**src/rtl/shaper_event_ctrl_pkg.sv**
```systemverilog
// Shared settings for the shaping filter chain: sample sizing, controller
// defaults and the event controller state type.
package package_settings_v2;
  localparam int SIZE_FILTER_DATA = 16;

  // Controller defaults derived from the filter sample size
  localparam int PEAK_WIN_DEF   = SIZE_FILTER_DATA;
  localparam int DEAD_TIME_DEF  = 2 * SIZE_FILTER_DATA;
  localparam int CLR_CYCLES_DEF = SIZE_FILTER_DATA - 5;

  typedef enum logic [2:0] {IDLE, CLEAR, ARMED, PEAK, DEAD} ev_state_t;
endpackage

```
**src/rtl/shaper_event_ctrl_if.sv**
```systemverilog
// Event record port: valid/ready handshake carrying amplitude, timestamp, pile-up.
interface shaper_event_ctrl_if
  import package_settings_v2::*;
#(
  parameter int DATA_W = SIZE_FILTER_DATA + 3,
  parameter int TS_W   = 32
);
  logic                     ev_valid;
  logic                     ev_ready;
  logic signed [DATA_W-1:0] ev_amp;
  logic [TS_W-1:0]          ev_ts;
  logic                     ev_pileup;

  modport master (output ev_valid, ev_amp, ev_ts, ev_pileup, input ev_ready);
  modport slave  (input ev_valid, ev_amp, ev_ts, ev_pileup, output ev_ready);
endinterface

```
**src/rtl/shaper_event_ctrl_sat_counter.sv**
```systemverilog
// Saturating up-counter; holds at all-ones, cleared only by reset.
module sat_counter #(
  parameter int CNT_W = 16
) (
  input  logic             clk,
  input  logic             reset,
  input  logic             inc,
  output logic [CNT_W-1:0] count
);
  always_ff @(posedge clk or negedge reset) begin
    if (!reset)                  count <= '0;
    else if (inc && count != '1) count <= count + 1'b1;
  end
endmodule

```
**src/rtl/shaper_event_ctrl.sv**
```systemverilog
// Trapezoidal shaper sequencer: flushes the filter, triggers on threshold
// crossings, finds the window peak and emits one record per event.
module shaper_event_ctrl
  import package_settings_v2::*;
#(
  parameter int DATA_W     = SIZE_FILTER_DATA + 3,
  parameter int TS_W       = 32,
  parameter int PEAK_WIN   = PEAK_WIN_DEF,
  parameter int DEAD_TIME  = DEAD_TIME_DEF,
  parameter int CLR_CYCLES = CLR_CYCLES_DEF,
  parameter int CNT_W      = 16
) (
  input  logic                     clk,
  input  logic                     reset,
  input  logic                     enable,
  input  logic signed [DATA_W-1:0] threshold,
  input  logic signed [DATA_W-1:0] filt_data,
  input  logic                     filt_valid,
  output logic                     filt_clear,
  shaper_event_ctrl_if.master      ev,
  output logic                     busy,
  output logic [CNT_W-1:0]         event_count,
  output logic [CNT_W-1:0]         drop_count
);
  localparam int CLR_W = $clog2(CLR_CYCLES + 1);
  localparam logic [CLR_W-1:0] CLR_LAST = CLR_W'(CLR_CYCLES - 1);
  localparam logic [15:0]      DT_LAST  = 16'((DEAD_TIME > 0) ? DEAD_TIME - 1 : 0);
  localparam logic [7:0]       WIN_LAST = 8'(PEAK_WIN - 1);
  localparam ev_state_t        POST_EV  = (DEAD_TIME == 0) ? ARMED : DEAD;

  ev_state_t                state, state_nx;
  logic [TS_W-1:0]          ts_cnt;
  logic [CLR_W-1:0]         clr_cnt;
  logic [15:0]              dead_cnt;
  logic [7:0]               win_cnt;
  logic signed [DATA_W-1:0] max_q;
  logic [TS_W-1:0]          max_ts_q;
  logic                     pile_q, low_q, rearm_q;
  logic                     above, upd, trig, emit, out_free;
  logic signed [DATA_W-1:0] rec_amp;
  logic [TS_W-1:0]          rec_ts;
  logic                     rec_pile;

  assign above    = filt_data > threshold;
  assign upd      = filt_data > max_q;
  assign out_free = !ev.ev_valid || ev.ev_ready;
  assign busy     = (state == CLEAR) || (state == PEAK) || (state == DEAD);

  // Record as it would look including the current sample; only used on emit
  assign rec_amp  = (state == PEAK && !upd) ? max_q    : filt_data;
  assign rec_ts   = (state == PEAK && !upd) ? max_ts_q : ts_cnt;
  assign rec_pile = (state == PEAK) && (pile_q || (low_q && above));

  always_ff @(posedge clk or negedge reset) begin
    if (!reset) state <= IDLE;
    else        state <= state_nx;
  end

  always_comb begin
    state_nx = state;
    trig     = 1'b0;
    emit     = 1'b0;
    if (!enable) state_nx = IDLE;
    else begin
      unique case (state)
        IDLE:  state_nx = CLEAR;
        CLEAR: if (clr_cnt == CLR_LAST) state_nx = ARMED;
        ARMED: if (filt_valid && above && rearm_q) begin
          trig = 1'b1;
          if (PEAK_WIN == 1) begin
            emit     = 1'b1;
            state_nx = POST_EV;
          end else state_nx = PEAK;
        end
        PEAK:  if (filt_valid && win_cnt == WIN_LAST) begin
          emit     = 1'b1;
          state_nx = POST_EV;
        end
        DEAD:  if (dead_cnt == DT_LAST) state_nx = ARMED;
        default: state_nx = IDLE;
      endcase
    end
  end

  always_ff @(posedge clk or negedge reset) begin
    if (!reset) begin
      ts_cnt     <= '0;
      clr_cnt    <= '0;
      dead_cnt   <= '0;
      filt_clear <= 1'b0;
      rearm_q    <= 1'b0;
      win_cnt    <= '0;
      max_q      <= '0;
      max_ts_q   <= '0;
      pile_q     <= 1'b0;
      low_q      <= 1'b0;
    end else begin
      ts_cnt     <= ts_cnt + 1'b1;
      clr_cnt    <= (state == CLEAR) ? clr_cnt + 1'b1 : '0;
      dead_cnt   <= (state == DEAD) ? dead_cnt + 1'b1 : '0;
      filt_clear <= (state_nx == CLEAR);
      // Hysteresis: a sub-threshold sample must be seen after each ARMED entry
      rearm_q    <= (state == ARMED) && (rearm_q || (filt_valid && !above));
      if (trig) begin
        max_q    <= filt_data;
        max_ts_q <= ts_cnt;
        win_cnt  <= 8'd1;
        pile_q   <= 1'b0;
        low_q    <= 1'b0;
      end else if (state == PEAK && filt_valid) begin
        win_cnt <= win_cnt + 1'b1;
        if (upd) begin
          max_q    <= filt_data;
          max_ts_q <= ts_cnt;
        end
        pile_q <= pile_q || (low_q && above);
        low_q  <= low_q || !above;
      end
    end
  end

  always_ff @(posedge clk or negedge reset) begin
    if (!reset) begin
      ev.ev_valid  <= 1'b0;
      ev.ev_amp    <= '0;
      ev.ev_ts     <= '0;
      ev.ev_pileup <= 1'b0;
    end else if (emit && out_free) begin
      ev.ev_valid  <= 1'b1;
      ev.ev_amp    <= rec_amp;
      ev.ev_ts     <= rec_ts;
      ev.ev_pileup <= rec_pile;
    end else if (ev.ev_valid && ev.ev_ready) begin
      ev.ev_valid  <= 1'b0;
    end
  end

  sat_counter #(.CNT_W(CNT_W)) u_event_cnt (
    .clk(clk), .reset(reset), .inc(emit && out_free), .count(event_count)
  );
  sat_counter #(.CNT_W(CNT_W)) u_drop_cnt (
    .clk(clk), .reset(reset), .inc(emit && !out_free), .count(drop_count)
  );
endmodule
```
**src/flat_wrapper.sv**
```systemverilog
// flat-port wrapper written by rule: the top's interface ports become plain ports
module shaper_event_ctrl_flat import package_settings_v2::*;
#(
  parameter int DATA_W     = SIZE_FILTER_DATA + 3,
  parameter int TS_W       = 32,
  parameter int PEAK_WIN   = PEAK_WIN_DEF,
  parameter int DEAD_TIME  = DEAD_TIME_DEF,
  parameter int CLR_CYCLES = CLR_CYCLES_DEF,
  parameter int CNT_W      = 16
)
  (clk, reset, enable, threshold, filt_data, filt_valid, filt_clear, busy, event_count, drop_count, ev_ev_valid, ev_ev_amp, ev_ev_ts, ev_ev_pileup, ev_ev_ready);
  shaper_event_ctrl_if #(.DATA_W(DATA_W), .TS_W(TS_W)) ev_i ();
  input  logic clk;
  input  logic reset;
  input  logic enable;
  input  logic signed [DATA_W-1:0] threshold;
  input  logic signed [DATA_W-1:0] filt_data;
  input  logic filt_valid;
  output logic filt_clear;
  output logic busy;
  output logic [CNT_W-1:0] event_count;
  output logic [CNT_W-1:0] drop_count;
  output wire logic [$bits(ev_i.ev_valid)-1:0] ev_ev_valid;
  output wire logic [$bits(ev_i.ev_amp)-1:0] ev_ev_amp;
  output wire logic [$bits(ev_i.ev_ts)-1:0] ev_ev_ts;
  output wire logic [$bits(ev_i.ev_pileup)-1:0] ev_ev_pileup;
  input wire logic [$bits(ev_i.ev_ready)-1:0] ev_ev_ready;
  assign ev_ev_valid = ev_i.ev_valid;
  assign ev_ev_amp = ev_i.ev_amp;
  assign ev_ev_ts = ev_i.ev_ts;
  assign ev_ev_pileup = ev_i.ev_pileup;
  assign ev_i.ev_ready = ev_ev_ready;
  shaper_event_ctrl #(.DATA_W(DATA_W), .TS_W(TS_W), .PEAK_WIN(PEAK_WIN), .DEAD_TIME(DEAD_TIME), .CLR_CYCLES(CLR_CYCLES), .CNT_W(CNT_W)) u_core (.clk(clk), .reset(reset), .enable(enable), .threshold(threshold), .filt_data(filt_data), .filt_valid(filt_valid), .filt_clear(filt_clear), .ev(ev_i), .busy(busy), .event_count(event_count), .drop_count(drop_count));
endmodule
```
**config.mk**
```make
export PLATFORM = sky130hd
export DESIGN_NAME = shaper_event_ctrl_flat
export DESIGN_NICKNAME = d
export VERILOG_FILES = /design/src/rtl/shaper_event_ctrl_pkg.sv /design/src/rtl/shaper_event_ctrl_if.sv /design/src/rtl/shaper_event_ctrl_sat_counter.sv /design/src/rtl/shaper_event_ctrl.sv /design/src/flat_wrapper.sv
export SDC_FILE = /design/constraint.sdc
export NUM_CORES = 1
export LEC_CHECK = 0
export CORE_ASPECT_RATIO = 0.75
export CORE_MARGIN = 2
export CORE_UTILIZATION = 39
export DETAILED_ROUTE_END_ITERATION = 6
export HOLD_SLACK_MARGIN = 0.1
export PLACE_DENSITY = 0.6
export SYNTH_ARGS = -nofsm -noshare
export SYNTH_HDL_FRONTEND = slang
export SYNTH_SLANG_ARGS = --single-unit
```
**constraint.sdc**
```tcl
create_clock -name clk -period 3.4 [get_ports clk]
set_input_delay 0.34 -clock clk [delete_from_list [all_inputs] [get_ports clk]]
set_output_delay 0.34 -clock clk [all_outputs]
set_load 0.01 [all_outputs]
```
* Word-level counts from Yosys, hierarchy flattened
Cells that the tools add are included.
** Storage, ports and cells
- Register bits :: 203
- Bits of input ports :: 43
** Cells by class
- Add/sub/neg operators :: 6
- Order comparisons :: 2
- Equality and inequality tests :: 10
- Multiplexer cells :: 30
- Reduce and logical (&&, ||, !) cells :: 29
** Operator list (count)
- $mux 32 :: 4
- $mux 19 :: 4
- $add 16x1->16 const B :: 3
- $gt 19x19->1 :: 2
- $add 32x1->32 const B :: 1
- $ne 16x16->1 const B :: 2
- $eq 16x5->1 const B :: 1
- $mux 16 :: 1
- $mux 8 :: 2
- $mux 3 :: 5
- $pmux 3 s5 :: 1
- $logic_and 1x1->1 :: 14
- $mux 1 :: 12
- $add 8x1->8 const B :: 1
- $eq 8x4->1 const B :: 1
- $eq 3x1->1 const B :: 2
- $eq 3x2->1 const B :: 2
- $logic_or 1x1->1 :: 6
- $reduce_bool 2->1 :: 3
- $add 4x1->4 const B :: 1
- $eq 4x4->1 const B :: 1
- $logic_not 1->1 :: 4
- $mux 4 :: 1
- $eq 3x3->1 const B :: 1
- other kinds (2) :: 2

* Longest topological paths before layout
- Word-level depth :: 8
- Mapped depth :: 11

* Modules after synthesis
Synthesis repeated with hierarchy kept, for this count alone.
** Second synthesis, totals
- Cells, all modules :: 908
- Area total of the unflattened synthesis :: 10023.4 sq um
** By module, submodules not included
- shaper_event_ctrl :: instances 1, cells an instance 764, area each 8304.2 sq um, seq. area each 4279.1 sq um
- sat_counter :: instances 2, cells an instance 72, area each 859.6 sq um, seq. area each 400.4 sq um

* Worst setup path before layout
No wires, ideal clock.
- Path type :: register -> register
- Start :: register u_core.max_q[16]
- End :: register u_core.max_ts_q[0]
- Library setup time :: 0.142 ns
- Data arrival time :: 2.277 ns
- Required time :: 3.258 ns
- Path slack :: 0.981 ns
- Cell stages (with the launch flop) :: 12
- Cells stage by stage :: dfrtp_1 inv_1 ha_1 a21o_1 a2111oi_0 o31ai_1 o31a_1 buf_2 buf_2 buf_2 nand2_1 o211ai_1
** Between the ends
- Longest elaborated chain between the ends :: 3
** Ends and longest elaborated chain
- start, declared :: line shaper_event_ctrl.sv:36 : logic signed [DATA_W-1:0] max_q;
- start signal, assigned :: line shaper_event_ctrl.sv:105 : max_q <= filt_data;
- start signal, assigned :: line shaper_event_ctrl.sv:113 : max_q <= filt_data;
- $gt 19x19->1 :: line shaper_event_ctrl.sv:45 : assign upd = filt_data > max_q;
- $reduce_bool 2->1 (no source line)
- $reduce_and 2->1 (no source line)
- end signal, assigned :: line shaper_event_ctrl.sv:106 : max_ts_q <= ts_cnt;
- end signal, assigned :: line shaper_event_ctrl.sv:114 : max_ts_q <= ts_cnt;
- end, declared :: line shaper_event_ctrl.sv:37 : logic [TS_W-1:0] max_ts_q;
No other way between the ends.
A chain may end at the register's enable or synchronous reset.

* Worst setup path in the final report
- Start :: register u_core.max_q[16]
- End :: register u_core.ev.ev_amp[7]
** Between the ends
- Longest elaborated chain between the ends :: 4
** Ends and longest elaborated chain
- $gt 19x19->1 :: line shaper_event_ctrl.sv:45
- $logic_not 1->1 :: line shaper_event_ctrl.sv:50 : assign rec_amp = (state == PEAK && !upd) ? max_q : filt_data;
- $logic_and 1x1->1 :: line shaper_event_ctrl.sv:50
- $mux 19 :: line shaper_event_ctrl.sv:50
- end signal, assigned :: line shaper_event_ctrl.sv:130 : ev.ev_amp <= rec_amp;
- end, declared :: line shaper_event_ctrl_if.sv:14 : modport master (output ev_valid, ev_amp, ev_ts, ev_pileup, input ev_ready);
No other way between the ends.

==> summary.md <==
| Metric | Value |
|---|---|
| Initial cell density of the core | `39.47%` |
| Most frequent cells after synthesis | `203 x sky130_fd_sc_hd__dfrtp_1, 125 x sky130_fd_sc_hd__nand2_1, 101 x sky130_fd_sc_hd__nor2_1` |
| Initial DRC count | `632` |
| Static Leakage | `6.221 nW` |
| Crit path setup slack, layout | `0.3652 ns` |
| Slew of the pin with the lowest slew margin | `1.064 ns` |
| Vias in the first global route | `9254` |
| Maximum number of pins on one net before global-route repair | `76` |
| First-pass GRT wire length | `50780 µm` |
| Most used DFF post-synth | `sky130_fd_sc_hd__dfrtp_1` |
| Post-Syn Nets | `1277` |
| Sequential share of power | `46.5%` |
| Post-synthesis sequential area ratio | `46.21%` |
| Number of buffers added for setup after CTS | `0` |
| Antenna violations before repair | `0` |
| Port-buffer cells | `129` |
| PD cells | `382.2 mW/mm²` |
| Area enclosed by the die boundary | `0.02956 mm²` |
| CTS Root Buffer Type | `sky130_fd_sc_hd__clkbuf_16` |
| Part of the cycle the worst path needs | `89.26%` |
| Final setup viols | `0` |
| Boundary pin count | `130` |
| Top-count cell post-synth | `sky130_fd_sc_hd__dfrtp_1` |
| Filler-free cell count of the finished design | `1676` |
| Warnings, synthesis | `0` |
| Post-cts sizing count | `0` |
| Critical-path maximum fanout | `15` |
| Number of buffers created by CTS | `22` |
| Number of flops mapped to enable cells by yosys | `0` |
| GRT Overall Usage | `21.33%` |
| Filler instances | `2654` |
| Final net count | `1391` |
| Fraction of synthesis flops using an asynchronous set or reset pin | `100.0%` |
| Number of placement rows | `53` |
| Chain of cells forming the critical path | `inv_1 -> ha_1 -> a21o_1 -> a2111oi_0 -> o31ai_1 -> o31ai_4 -> buf_4 -> a31oi_1 -> a21oi_1` |
| Classification of the worst setup path | `reg2reg` |
| Arrival time at the worst endpoint | `3.47 ns` |
| Fraction of power spent switching nets | `23.22%` |
| Clock skew | `0.01139 ns` |
| Flops & latches, synth | `203` |
| Buffering stage count on the worst path with inverters included | `2` |
| Worst IR Drop VDD | `0.3914 mV` |
| Clock tree from TritonCTS | `yes` |
| Overflow left after global routing | `0` |
| Worst slew margin relative to its limit | `28.70%` |
| Final-report hold violation count | `0` |
| Highest attainable clock frequency | `329.5 MHz` |
| Antenna violation net count after detailed routing | `0` |
| DR DRC count | `0` |
| Sum of net half-perimeters after detailed placement | `19630 µm` |
| Cell total after placement | `1635` |
| Reg clk slew, reported paths | `0.06 ns` |
| Global placement routability congestion | `0.8036` |
| Proportion of layout cells with a drive suffix above 1 | `8.112%` |
| Vias per inst | `5.662` |
| Max-capacitance violation count | `0` |
| Worst hold-check path type | `in2async` |
| Cell taking the most area after synthesis | `sky130_fd_sc_hd__dfrtp_1` |
| WL final | `30940 µm` |
| Required time reported for the critical path endpoint | `3.83 ns` |
| Area share of the leading cell type in the synthesized netlist | `46.21%` |
| Max clock buf depth | `3` |
| CP peak stage delay | `0.80 ns` |
| Start point of the critical path | `u_core.max_q[16]$_DFFE_PN0P_` |
| Switching power summed over all nets | `1.211 mW` |
| CTS H-Tree Depth | `1` |
| Final Core Density | `48.99%` |
| Final Total Pwr | `5.215 mW` |
| Launching element type of the critical path | `register` |
| Status | `complete, no violations` |
| Minimum setup slack after placement | `-0.1102 ns` |
| TritonCTS Sinks | `203` |
| Synthesized area per cell | `9.246 µm²` |
| Number of instances in the synthesized netlist | `1189` |
| Clock latency at the later pin of the worst-skew pair | `0.52 ns` |
| Portion of total power attributed to the clock network | `47.2%` |
| Power share of the combinational group | `6.3%` |
| Internal portion of total power | `4.004 mW` |
| Area growth, synth to finish | `24.13%` |
| Die Span Y | `149.4 µm` |
| Library cell contributing the largest single delay on the critical path | `sky130_fd_sc_hd__o31ai_4` |
| Summed instance area of the synthesized netlist | `0.01099 mm²` |
| Via total after detailed routing | `9489` |
| Post-detailed-route wirelength per cell | `18.46 µm` |
| Count of different cell masters after synthesis | `50` |
| Dominant delay contributor by cell family on the critical path | `compound AO/OA/AOI/OAI gates` |
| Unrepaired setup endpoints after global routing | `no` |
| Die span in x | `197.9 µm` |
| Total count of max-transition violations in the final report | `0` |
| Largest cells by area after synthesis | `sky130_fd_sc_hd__dfrtp_1 46%, sky130_fd_sc_hd__ha_1 5.1%, sky130_fd_sc_hd__nand2_1 4.3%` |
| Number of antenna repair diodes | `0` |
| Hold WS | `0.3861 ns` |
| Source of the worst register-to-register timing path | `u_core.max_q[16]$_DFFE_PN0P_` |
| Period minus WS final | `3.035 ns` |
| Total iterations of the first detailed-routing run | `5` |
| Endpoint type of the worst setup path | `register` |
| Core outline area | `0.02785 mm²` |
-- final cells by class --
cell class              instances  area (µm²)  share of cell area (%)
clock buffers                  36       694.4                   5.089
clock inverters                 4       47.55                  0.3484
inverters                      52       195.2                   1.430
multi-input cells             848        5419                   39.71
flip-flops and latches        203        5080                   37.23
well taps                     357       446.7                   3.273
repair buffers                176        1763                   12.92
-- worst reg2reg max path, stage by stage, from the launching register on --
cell and delay (ns):
sky130_fd_sc_hd__dfrtp_1 0.38, sky130_fd_sc_hd__inv_1 0.11, sky130_fd_sc_hd__ha_1 0.26, sky130_fd_sc_hd__a21o_1 0.18, sky130_fd_sc_hd__a2111oi_0 0.40, sky130_fd_sc_hd__o31ai_1 0.21, sky130_fd_sc_hd__o31ai_4 0.80, sky130_fd_sc_hd__buf_4 0.34
sky130_fd_sc_hd__a31oi_1 0.11, sky130_fd_sc_hd__a21oi_1 0.17
-- cell families (layout without fill, tap and decap cells) --
logic type	after synthesis	count (layout)	share of synthesized area [%]
DFF	203	203	46.21
buffers and inverters	138	268	4.951
AOI/OAI and AO/OA	311	311	18.83
adders and majority gates	45	45	5.122
muxes	3	3	0.3073
and+or+nand+nor	407	407	18.05
xor gates and xnor gates	82	82	6.533
-- flip-flops by register name, indices dropped and copies added, names as in the netlist --
register and flops:
u_core.filt_clear 1, u_core.rearm_q 1, u_core.u_drop_cnt.count 16, u_core.ev.ev_valid 1, u_core.win_cnt 8, u_core.max_ts_q 32
u_core.ts_cnt 32, u_core.max_q 19, u_core.u_event_cnt.count 16, u_core.ev.ev_pileup 1, u_core.clr_cnt 4, u_core.state 3
u_core.ev.ev_amp 19, u_core.pile_q 1, u_core.ev.ev_ts 32, u_core.low_q 1, u_core.dead_cnt 16
-- through the flow --
stage / area, µm² / setup TNS [ns]
after floorplan: 10990 / 0
after global placement: 12890 / -0.4306
after detailed placement: 12890 / -3.620
after CTS: 13650 / 0
after global routing: 13650 / 0
final: 13650 / 0
-- power groups by stage --
stage                     combinational, mW  clock (mW)  sequential, mW
after CTS                             0.332        2.52            2.42
after detailed placement              0.330           0            2.47
after global placement                0.326           0            2.47
after floorplan                       0.128           0            2.47
after global routing                  0.368        2.63            2.42
final                                 0.328        2.46            2.43
-- cells in the final DEF (no fill, tap or decap), types with 8 or more instances in the layout --
master                            Yosys  routed
sky130_fd_sc_hd__and4_1              10      10
sky130_fd_sc_hd__xor2_1              31      31
sky130_fd_sc_hd__o31ai_1             53      53
sky130_fd_sc_hd__o311ai_1            10      10
sky130_fd_sc_hd__o21ai_0             59      59
sky130_fd_sc_hd__nand2_1            125     125
sky130_fd_sc_hd__a21oi_1             68      68
sky130_fd_sc_hd__dfrtp_1            203     203
sky130_fd_sc_hd__clkdlybuf4s50_1      0     128
sky130_fd_sc_hd__nand3_1             40      40
sky130_fd_sc_hd__xnor2_1             51      51
sky130_fd_sc_hd__clkbuf_16            0      23
sky130_fd_sc_hd__nand4_1             25      25
sky130_fd_sc_hd__ha_1                45      45
sky130_fd_sc_hd__clkbuf_8             0       8
sky130_fd_sc_hd__buf_12               0       9
sky130_fd_sc_hd__a31oi_1             55      55
sky130_fd_sc_hd__and3_1              64      64
sky130_fd_sc_hd__o211ai_1            33      33
sky130_fd_sc_hd__nor2_1             101     100
sky130_fd_sc_hd__inv_1               52      52
sky130_fd_sc_hd__buf_4                1      37
-- layer usage --
layer  up-vias  track usage [%]  part of all wire, %
met3        35            4.635                  6.8
li1       4502                -                    -
met1      4658            32.59                   49
met4         0            4.023                  1.6
met2       294            30.95                   42
met5         -                0                    0
-- worst paths after layout --
kind                       cells after the start                                 endpoint  slack (ns)
setup / recovery                               9          u_core.ev.ev_amp[7]$_DFFE_PN0P_        0.37
setup reg to reg                               9          u_core.ev.ev_amp[7]$_DFFE_PN0P_        0.37
min in group clk                               2              u_core.filt_clear$_DFF_PN0_        0.43
hold reg to reg                                1             u_core.dead_cnt[0]$_DFF_PN0_        0.48
max in group asynchronous                      3          u_core.ev.ev_ts[23]$_DFFE_PN0P_        2.19
hold / removal                                 2  u_core.u_event_cnt.count[7]$_DFFE_PN0P_        0.39
-- what timing repair did --
item	CTS	global route
hold buffers	1	0
hold endpoints to repair	65	0
endpoints found under the setup margin	0	0
No activity file was read; power rests on OpenSTA's default activity.
